===== config.mk =====
export PLATFORM = sky130hd
export DESIGN_NAME = fetch_unit
export DESIGN_NICKNAME = d
export VERILOG_FILES = /design/src/rtl/fetch_pkg.sv /design/src/rtl/fetch_fifo.sv /design/src/rtl/fetch_unit.sv
export SDC_FILE = /design/constraint.sdc
export NUM_CORES = 1
export LEC_CHECK = 0
export ABC_AREA = 1
export CORE_MARGIN = 1.5
export CORE_UTILIZATION = 53
export CTS_CLUSTER_SIZE = 30
export DETAILED_ROUTE_END_ITERATION = 8
export PLACE_DENSITY = 0.81
export REMOVE_ABC_BUFFERS = 1
export SYNTH_ARGS = -nofsm -noshare
export SYNTH_HDL_FRONTEND = slang
export SYNTH_HIERARCHICAL = 1
export SYNTH_SLANG_ARGS = --single-unit

===== constraint.sdc =====
create_clock -name clock -period 4.5 [get_ports clock]
set_input_delay 0.45 -clock clock [delete_from_list [all_inputs] [get_ports clock]]
set_output_delay 0.45 -clock clock [all_outputs]
set_load 0.01 [all_outputs]

===== src/rtl/fetch_pkg.sv =====
// Shared definitions for the instruction-fetch front end: widths, the NOP
// encoding, the fetch FSM states and the {pc, instr} FIFO entry layout.
package fetch_pkg;

  localparam int XLEN = 32;
  localparam logic [XLEN-1:0] NOP_INSTR = 32'h0000_0013;

  typedef enum logic [1:0] {
    IDLE,
    REQ,
    WAIT_SPACE
  } fetch_state_t;

  typedef struct packed {
    logic [XLEN-1:0] pc;
    logic [XLEN-1:0] instr;
  } fetch_entry_t;

endpackage


===== src/rtl/fetch_fifo.sv =====
// Small synchronous prefetch FIFO of {pc, instr} entries. A flush empties it
// and overrides any push/pop in the same cycle; a pop frees a slot for a push.
module fetch_fifo
  import fetch_pkg::*;
#(
  parameter int DEPTH = 2,
  localparam int AW = $clog2(DEPTH),
  localparam int CW = AW + 1
) (
  input  logic         clock,
  input  logic         reset,
  input  logic         push,
  input  fetch_entry_t din,
  input  logic         pop,
  input  logic         flush,
  output logic         full,
  output logic         empty,
  output logic [CW-1:0] count,
  output fetch_entry_t head
);

  fetch_entry_t  mem [DEPTH];
  logic [AW-1:0] wr_ptr;
  logic [AW-1:0] rd_ptr;
  logic          do_push;
  logic          do_pop;

  assign full    = (count == CW'(DEPTH));
  assign empty   = (count == '0);
  assign do_pop  = pop && !empty;
  assign do_push = push && (!full || do_pop);
  assign head    = mem[rd_ptr];

  // Flush drops the write pointer back to the read pointer so the head stays put.
  always_ff @(posedge clock) begin
    if (reset) begin
      wr_ptr <= '0;
      rd_ptr <= '0;
      count  <= '0;
      for (int i = 0; i < DEPTH; i++) begin
        mem[i] <= '0;
      end
    end else if (flush) begin
      wr_ptr <= rd_ptr;
      count  <= '0;
    end else begin
      if (do_push) begin
        mem[wr_ptr] <= din;
        wr_ptr      <= wr_ptr + AW'(1);
      end
      if (do_pop) begin
        rd_ptr <= rd_ptr + AW'(1);
      end
      count <= count + CW'(do_push) - CW'(do_pop);
    end
  end

endmodule


===== src/rtl/fetch_unit.sv =====
// Instruction-fetch front end: issues word requests from the PC, buffers
// returned words and presents {pc, instr} to decode; honours redirect and halt.
module fetch_unit
  import fetch_pkg::*;
#(
  parameter logic [31:0] RESET_PC = 32'h0000_0000,
  parameter int          DEPTH    = 2,
  localparam int         CW       = $clog2(DEPTH) + 1
) (
  input  logic        clock,
  input  logic        reset,
  input  logic        ctrlFetch,
  input  logic [31:0] newPC,
  input  logic        halt,
  output logic        imem_req,
  output logic [31:0] imem_addr,
  input  logic        imem_ready,
  input  logic [31:0] imem_data,
  output logic        dec_valid,
  input  logic        dec_ready,
  output logic [31:0] dec_instr,
  output logic [31:0] dec_pc,
  output logic        misaligned
);

  fetch_state_t  state;
  fetch_state_t  state_next;
  logic [31:0]   pc;
  logic          accept;
  logic          push;
  logic          pop;
  logic          full;
  logic          empty;
  logic [CW-1:0] count;
  logic [CW-1:0] count_next;
  logic          has_space;
  fetch_entry_t  head;
  fetch_entry_t  din;

  assign imem_req  = (state == REQ);
  assign imem_addr = pc;
  assign accept    = imem_req && imem_ready && !ctrlFetch;
  assign dec_valid = !empty && !halt;
  assign pop       = dec_valid && dec_ready;
  assign push      = accept && (!full || pop);
  assign din       = '{pc: pc, instr: imem_data};
  assign dec_instr = dec_valid ? head.instr : NOP_INSTR;
  assign dec_pc    = head.pc;

  // Occupancy after this cycle's push/pop decides whether another request fits.
  assign count_next = count + CW'(push) - CW'(pop);
  assign has_space  = (count_next < CW'(DEPTH));

  fetch_fifo #(.DEPTH(DEPTH)) u_fifo (
    .clock (clock),
    .reset (reset),
    .push  (push),
    .din   (din),
    .pop   (pop),
    .flush (ctrlFetch),
    .full  (full),
    .empty (empty),
    .count (count),
    .head  (head)
  );

  always_ff @(posedge clock) begin
    if (reset) begin
      state      <= IDLE;
      pc         <= RESET_PC;
      misaligned <= 1'b0;
    end else begin
      state      <= state_next;
      misaligned <= ctrlFetch && (newPC[1:0] != 2'b00);
      if (ctrlFetch) begin
        pc <= {newPC[31:2], 2'b00};
      end else if (accept) begin
        pc <= pc + 32'd4;
      end
    end
  end

  // A started request is held until memory answers; halt only blocks new ones.
  always_comb begin
    state_next = state;
    case (state)
      IDLE:       state_next = (has_space && !halt) ? REQ : WAIT_SPACE;
      REQ: begin
        if (imem_ready) begin
          state_next = (has_space && !halt) ? REQ : WAIT_SPACE;
        end
      end
      WAIT_SPACE: state_next = (has_space && !halt) ? REQ : WAIT_SPACE;
      default:    state_next = IDLE;
    endcase
    if (ctrlFetch) begin
      state_next = REQ;
    end
  end

endmodule

# ---- Word level (Yosys, flattened, before mapping)
# Memory sizes are Yosys's and may differ from the RTL's. A register that Yosys moved wholly into a read port is not among the register bits.
# Index checks and enable logic that the tools add are counted.
dict set report op_classes {
  eq_ne 5
  reduce_logical 24
  muxes 20
  bitwise_logic 1
  n_lt_le_gt_ge 1
  add_sub_neg 7
}
# operator count
set op_table {}
lappend op_table {{32-bit 2-to-1 mux} 3}
lappend op_table {{64-bit 2-to-1 mux} 1}
lappend op_table {{64-bit OR reduction} 1}
lappend op_table {{32-bit by 3-bit adder with 32-bit output (second input constant)} 1}
lappend op_table {{1-bit 2-to-1 mux} 13}
lappend op_table {{1-bit logical AND} 9}
lappend op_table {{2-bit nonzero test} 3}
lappend op_table {{2-bit by 1-bit adder with 2-bit output} 2}
lappend op_table {{2-bit == test (second input constant)} 2}
lappend op_table {{1-bit zero test} 4}
lappend op_table {{2-bit zero test} 2}
lappend op_table {{2-bit 2-to-1 mux} 2}
lappend op_table {{2-bit case mux with 2 select lines} 1}
lappend op_table {{2-bit OR reduction} 2}
lappend op_table {{2-bit by 1-bit subtractor with 2-bit output} 2}
lappend op_table {{3-bit by 2-bit != test with 1-bit output (second input constant)} 1}
lappend op_table {{1-bit adder (second input constant)} 2}
lappend op_table {{2-bit by 1-bit == test with 1-bit output (second input constant)} 1}
lappend op_table {{1-bit logical OR} 2}
lappend op_table {{2-bit < comparator (second input constant)} 1}
lappend op_table {{2-bit by 1-bit != test with 1-bit output (second input constant)} 1}
lappend op_table {{2-bit AND reduction} 1}
lappend op_table {{1-bit NOT} 1}
dict set report totals {
  wordCells 67
  in_bits 70
  mem_bits_rw 128
  register_bits 39
  mem_count 1
  out_inout_bits 99
}
# name words word_bits read_ports rd_ports_with_merged_regs write_ports line_no
set mem_list {}
lappend mem_list {u_fifo.mem 2 64 1 1 2 fetch_fifo.sv:22} ;# fetch_entry_t mem [DEPTH];

# ---- Logic depth before layout (Yosys ltp)
# Gate-level depths: netlist of run 1.
dict set report logic_depth {
  ltp_word 14
  mapped_depth 15
  ltp_nobuf 15
}

# ---- Hierarchy
# The synthesis of run 1 kept the hierarchy.
# mod area_each_um2 cells_per_inst n_inst
set by_module_without_submodules {}
lappend by_module_without_submodules {fetch_fifo 6271.0 450 1}
lappend by_module_without_submodules {fetch_unit 2648.8 461 1}

# ---- Worst setup path after synthesis of run 1
# Ideal clock, no wire load.
dict set report synth_path {
  kind {flip-flop to flip-flop}
  startpoint {register u_fifo.count[1]}
  endpoint {memory u_fifo/mem[1][0] (netlist name) (enable)}
  setup_time_ns 0.424
  t_arrival_ns 2.998
  setup_slack_ns 1.078
  stages_incl_launch_ff 12
  required_ns 4.076
  path_buffers 2
  cell_sequence {dfxtp_1 nor2_1 nor2_1 nand2_1 nand2_1 and2_1 nand2_2 inv_2 nand3_4 buf_12 buf_8 nand2_1}
}
# element line_no
set synth_lines {}
lappend synth_lines {{from (decl)} fetch_fifo.sv:18} ;# output logic [CW-1:0] count,
lappend synth_lines {{from (signal assigned)} fetch_fifo.sv:54} ;# count <= count + CW'(do_push) - CW'(do_pop);
lappend synth_lines {{to (decl)} fetch_fifo.sv:22}

==> results.py, run 1 <==
metrics = {
    "worst_setup_path": {
        "worst_setup_path_end_kind": "register",
        "crit_slowest_cell": "sky130_fd_sc_hd__nand2_4",
        "critical_path_class": "primary input to register",
        "setup.worst_path.start_class": "primary input",
        "worstPathCellList": "clkdlybuf4s50_1 -> nand3_2 -> nor2_2 -> buf_4 -> and2_1 -> nand2_2 -> inv_2 -> nand3_4 -> nand2_4",
        "cp_data_arrival_time_ns": 3.20,
        "cp_required_ns": 4.55,
        "crit_fanout": 64,
        "cpPeakStageDelay_ns": 0.79,
    },
    "sta": {
        "period_needed_ns": 3.15,
        "fin_worst_skew_ns": 0.00659,
        "fin_crit_sh_pct": 70.0,
        "slew_at_the_pin_closest_to_its_max_slew_limit_ns": 0.995,
        "timing.fmax_ghz": 0.317,
        "rsz0062_at_grt": "false",
        "whs_ns": 0.540,
        "max-slew-margin-rel_pct": 33.7,
        "final-setup-viol-count": 0,
        "timing.final.max_slew_violations": 0,
        "final_hold_viol_count": 0,
    },
    "place": {
        "place.detailed.instances": 1269,
        "place_congestion": 0.852,
        "placed_cell_area_sq_um": 10600,
        "port_buffers": 166,
        "dp_hpwl_mm": 12.9,
    },
    "clocking": {
        "cts_hold_buf": 0,
        "cts-buffers-inserted": 17,
        "cts_max_level": 4,
        "clk_transition_reported_paths_ns": 0.07,
        "root_buffer": "sky130_fd_sc_hd__clkbuf_16",
        "postCtsSetupBuffers": 0,
        "clock_latency_ns": 0.42,
        "maximum_root_to_sink_buffer_count": 2,
        "numClockSinks": 166,
        "cts_tree": "done",
        "cts_repair_resize_count": 0,
    },
    "synthesis": {
        "synth_enable_flop_cells": 128,
        "ys.flop_type": "sky130_fd_sc_hd__edfxtp_1",
        "synthesis.yosys.warnings": 6,
        "synth_top_area_share_pct": 43.1,
        "synth-seq-area-share_pct": 51.6,
        "yosys_register_bits": 166,
        "synthesis.area_per_instance_sq_um": 9.79,
        "commonest_cells_in_the_netlist": "143 x sky130_fd_sc_hd__inv_1, 139 x sky130_fd_sc_hd__nand2_1, 128 x sky130_fd_sc_hd__edfxtp_1, 111 x sky130_fd_sc_hd__nor2_1, 72 x sky130_fd_sc_hd__nor2_2",
        "post_synthesis_cell_type_count": 39,
        "netlist.top_cell.by_area": "sky130_fd_sc_hd__edfxtp_1",
        "synthMostInstantiatedCell": "sky130_fd_sc_hd__inv_1",
        "ys_top_cells_by_area": "sky130_fd_sc_hd__edfxtp_1 43%, sky130_fd_sc_hd__dfxtp_1 8.5%, sky130_fd_sc_hd__mux2_2 8.1%",
        "postSynthCellCount": 911,
        "synthArstFlopShare_pct": 0,
        "syn-cell-area_sq_um": 8920,
    },
    "drt": {
        "drtAntennaViolNets": 0,
        "dr.first_iter.drc_count": 475,
        "totalWireLength_mm": 19.3,
        "first_pass_iters": 5,
        "remaining_drc_errors": 0,
        "total_via_count_in_the_routed_design": 6556,
        "viasPerCell": 5.04,
        "post_drt_wl_per_cell_um": 14.8,
    },
    "grt": {
        "grt_use_total_pct": 22.7,
        "grt_max_degree": 65,
        "initial_antenna_violation_count": 0,
        "global_route.overflow_total": 0,
        "grt_pass1_wl_mm": 31.3,
        "first_global_vias": 6451,
    },
    "cells_and_area": {
        "antenna-diode-count": 0,
        "post_layout_nonfiller_instances": 1301,
        "final_core_utilization_pct": 67.8,
        "final_cell_area_sq_um": 11200,
        "final_layout_size_suffix_gt1_share_pct": 22.9,
        "net_count_final": 1141,
        "syn_to_final_growth_pct": 25.7,
    },
    "power": {
        "total_power_uw": 3510,
        "cellLeakagePower_uw": 0.00418,
        "max-vdd-ir-drop_mv": 0.253,
        "cellPowerDensity_nw_per_um2": 313,
    },
    "floorplan": {
        "die_width_um": 133,
        "chipHeight_um": 133,
        "io_pins": 169,
        "coreArea_sq_um": 16500,
        "count_of_standard_cell_rows": 47,
        "die_area_sq_um": 17600,
        "floorplan.initialDensity_pct": 54.0,
    },
    "run_status": {
        "run_status": "finished clean",
    },
    "run": {
        "drv_cap": 0,
    },
    "worst_hold_path": {
        "hold_path.class": "register to register",
    },
}
## per-layer routing
metal  vias up  global-route usage, %  wire, um
met5         -                      0         0
met4         0                   8.55       432
met3        32                   4.29      1080
met2       209                   38.7      9530
met1      3097                   28.8      8260
li1       3218                      -         -
## cell type report
class	count	area [sq um]
clock inverters	15	154
clock buffers	17	425
flip-flops and latches	166	4610
well taps	220	275
fillers	1305	5320
inverters	150	563
repair buffers	172	1710
multi-input cells	561	3480
## registers in the layout, summed over array words and instances (netlist names), named ones only
name           flops
imem_addr         30
u_fifo/mem       128
u_fifo/rd_ptr      1
misaligned         1
state              2
u_fifo/count       2
u_fifo/wr_ptr      1
## stage by stage
stage          setup slack (ns)  setup TNS [ns]
2_1_floorplan            -0.673          -51.61
3_3_place_gp              0.945               0
6_report                   1.35               0
4_1_cts                    1.36               0
5_1_grt                    1.12               0
3_5_place_dp              0.919               0
## critical path, delay by kind of cell
| kind | cells | cell delay, ns |
|---|---|---|
| AND/OR/NAND/NOR | 6 | 1.77 |
| buffers and inverters | 3 | 0.88 |
## cells in the final DEF, fill, tap and decap left out, drive strengths merged, types with 2 or more instances in the layout
cell type      netlist  routed
nor2               228     228
clkdlybuf4s50        0     166
inv                149     152
nand2              146     146
edfxtp             128     128
mux2                64      64
dfxtp               38      38
nand3               35      35
a21oi               22      22
o21ai               19      19
clkbuf               8      17
a31oi               11      11
xor2                 7       7
buf                 29       6
clkinv               1       6
nand4                5       5
clkinvlp             0       5
or2                  4       4
a22o                 4       4
xnor2                4       4
conb                 1       4
ha                   3       3
bufinv               0       2
## cells by family (layout without fill, tap and decap cells)
group           count (synthesis)  after routing  synth area share [%]
simple gates                  421            421                  25.2
buf+inv                       187            354                  9.78
flops                         166            166                  51.6
mux                            64             64                  8.08
compound gates                 58             58                  3.77
xor+xnor                       11             11                  1.08
fa+ha+maj                       3              3                 0.421
other cells                     1              4                0.0420
## power by group
part           internal [uW]  switching [uW]
logic                    159             178
registers               1710            46.1
clock network            818             605
total                   2680             829
## worst paths after layout
check                                                start                               to  slack [ns]  cells after the start
worst max register to register       state[0]$_SDFFE_PP0P_  u_fifo/mem[1][53]$_SDFFCE_PN0P_        1.48                      8
worst max-delay path                            imem_ready  u_fifo/mem[1][53]$_SDFFCE_PN0P_        1.35                      9
worst min-delay path            u_fifo/rd_ptr$_SDFFE_PP0P_                         register        0.54                      2
worst min register to register  u_fifo/rd_ptr$_SDFFE_PP0P_                         register        0.54                      2
(Power assumes the default switching activity.)
==> inputs of run 2 (changes only) <==
--- a/config.mk
+++ b/config.mk
@@ -7,10 +7,10 @@
 export LEC_CHECK = 0
 export ABC_AREA = 1
 export CORE_MARGIN = 1.5
-export CORE_UTILIZATION = 53
+export CORE_UTILIZATION = 48
 export CTS_CLUSTER_SIZE = 30
 export DETAILED_ROUTE_END_ITERATION = 8
-export PLACE_DENSITY = 0.81
+export PLACE_DENSITY = 0.77
 export REMOVE_ABC_BUFFERS = 1
 export SYNTH_ARGS = -nofsm -noshare
 export SYNTH_HDL_FRONTEND = slang
==> constraint.sdc (replaced) <==
create_clock -name clock -period 2.55 [get_ports clock]
set_input_delay 0.255 -clock clock [delete_from_list [all_inputs] [get_ports clock]]
set_output_delay 0.255 -clock clock [all_outputs]
set_load 0.01 [all_outputs]
==> results.py, run 2 (same netlist as run 1, synthesis figures left out) <==
metrics = {
    "run": {
        "drv_cap": 0,
    },
    "drt": {
        "first_pass_iters": 9,
        "remaining_drc_errors": 14,
        "total_via_count_in_the_routed_design": 6582,
        "totalWireLength_mm": 19.9,
        "viasPerCell": 4.98,
        "drtAntennaViolNets": 0,
        "post_drt_wl_per_cell_um": 15.0,
        "dr.first_iter.drc_count": 369,
    },
    "clocking": {
        "numClockSinks": 166,
        "clk_transition_reported_paths_ns": 0.06,
        "clock_latency_ns": 0.42,
        "cts_tree": "done",
        "root_buffer": "sky130_fd_sc_hd__clkbuf_16",
        "cts-buffers-inserted": 17,
        "cts_max_level": 4,
        "cts_hold_buf": 0,
        "maximum_root_to_sink_buffer_count": 2,
    },
    "grt": {
        "grt_use_total_pct": 21.2,
        "grt_pass1_wl_mm": 32.2,
        "first_global_vias": 6559,
        "global_route.overflow_total": 0,
        "initial_antenna_violation_count": 0,
        "grt_max_degree": 65,
    },
    "sta": {
        "fin_worst_skew_ns": 0.0130,
        "timing.final.max_slew_violations": 0,
        "max-slew-margin-rel_pct": 58.1,
        "final-setup-viol-count": 0,
        "slew_at_the_pin_closest_to_its_max_slew_limit_ns": 0.629,
        "rsz0062_at_grt": "false",
        "tns_ns": 0,
        "timing.fmax_ghz": 0.410,
        "period_needed_ns": 2.44,
        "fin_crit_sh_pct": 95.5,
        "final_hold_viol_count": 0,
    },
    "place": {
        "place_congestion": 0.866,
        "port_buffers": 166,
        "dp_hpwl_mm": 13.3,
    },
    "cells_and_area": {
        "final_core_utilization_pct": 63.2,
        "final_layout_size_suffix_gt1_share_pct": 23.7,
        "largest_reg_flops": 128,
        "mostFrequentLayoutCell": "sky130_fd_sc_hd__clkdlybuf4s50_1",
        "largest_register": "u_fifo/mem",
        "layout.cells.most_common_list": "166 x sky130_fd_sc_hd__clkdlybuf4s50_1, 143 x sky130_fd_sc_hd__inv_1, 137 x sky130_fd_sc_hd__nand2_1",
        "antenna-diode-count": 0,
        "net_count_final": 1153,
        "syn_to_final_growth_pct": 28.1,
    },
    "power": {
        "seqPwrFrac_pct": 48.6,
        "cellPowerDensity_nw_per_um2": 557,
        "clock_power_share_pct": 41.8,
        "p_int_uw": 4950,
        "total_power_uw": 6370,
        "power.switching_fraction_pct": 22.4,
        "comb_power_share_pct": 9.6,
        "p_sw_uw": 1420,
        "max-vdd-ir-drop_mv": 0.418,
        "cellLeakagePower_uw": 0.00429,
    },
    "worst_setup_path": {
        "worst_setup_path_end_kind": "output pin",
        "cp_data_arrival_time_ns": 2.18,
        "critical_path_class": "register to output pin",
        "setup.worst_path.start_class": "register",
        "cp_required_ns": 2.30,
        "crit_fanout": 32,
    },
    "worst_hold_path": {
        "hold_path.class": "primary input to register",
    },
    "floorplan": {
        "count_of_standard_cell_rows": 49,
        "coreArea_sq_um": 18100,
        "die_area_sq_um": 19400,
        "floorplan.initialDensity_pct": 49.3,
        "io_pins": 169,
        "die_width_um": 139,
        "chipHeight_um": 139,
    },
    "run_status": {
        "run_status": "finished with violations",
        "failed_checks": "design-rule violations",
    },
}
[run 2: power groups by stage]
| stage | clock network [uW] | logic [uW] | registers, uW |
|---|---|---|---|
| 2_1_floorplan | 0 | 276 | 3140 |
| 5_1_grt | 2810 | 667 | 3110 |
| 4_1_cts | 2700 | 617 | 3090 |
| 3_5_place_dp | 0 | 611 | 3150 |
| 6_report | 2660 | 613 | 3090 |
| 3_3_place_gp | 0 | 606 | 3150 |
[run 2: final cells by class]
class	count	area [sq um]
Inverter	150	563
Multi-Input combinational cell	561	3480
Tap cell	229	287
Sequential cell	166	4610
Clock buffer	20	437
Fill cell	1501	6660
Timing Repair Buffer	184	1880
Clock inverter	12	176
[run 2: through the flow]
step	area [sq um]	worst slack [ns]	instances	hold slack, ns
floorplan	8620	-2.53	877	0.317
global placement	10800	0.285	1289	0.517
detailed placement	10800	0.251	1289	0.534
CTS	11400	0.0587	1321	0.392
global route	11400	0.00605	1322	0.425
finish	11400	0.114	1322	0.398
[run 2: routing by layer]
metal	share of wire [%]	track usage, %
met1	42	26.0
met2	49	36.9
met3	5.9	4.20
met4	2.3	8.12
met5	0	0
[run 2: worst paths after layout]
path | start | endpoint | slack, ns | depth (start not counted)
worst max-delay path | u_fifo/count[1]$_SDFF_PP0_ | dec_instr[0] | 0.11 | 6
worst min-delay path | newPC[0] | misaligned$_SDFF_PP0_ | 0.40 | 3
worst min register to register | u_fifo/rd_ptr$_SDFFE_PP0P_ | u_fifo/rd_ptr$_SDFFE_PP0P_ | 0.54 | 2
worst max register to register | u_fifo/count[1]$_SDFF_PP0_ | u_fifo/mem[1][16]$_SDFFCE_PN0P_ | 0.48 | 10
[run 2: worst max-delay path, cell delays in order (launching register included)]
cell and delay (ns):
sky130_fd_sc_hd__dfxtp_2 0.40, sky130_fd_sc_hd__nor2_1 0.06, sky130_fd_sc_hd__nor2_1 0.16, sky130_fd_sc_hd__inv_1 0.10, sky130_fd_sc_hd__buf_4 0.24, sky130_fd_sc_hd__or2_2 0.30
sky130_fd_sc_hd__clkdlybuf4s50_1 0.47
[run 2: what timing repair did]
item,CTS,global route
setup buffers,0,1
endpoints found under the setup margin,2,4
gates resized for setup,1,1
cloned,0,0
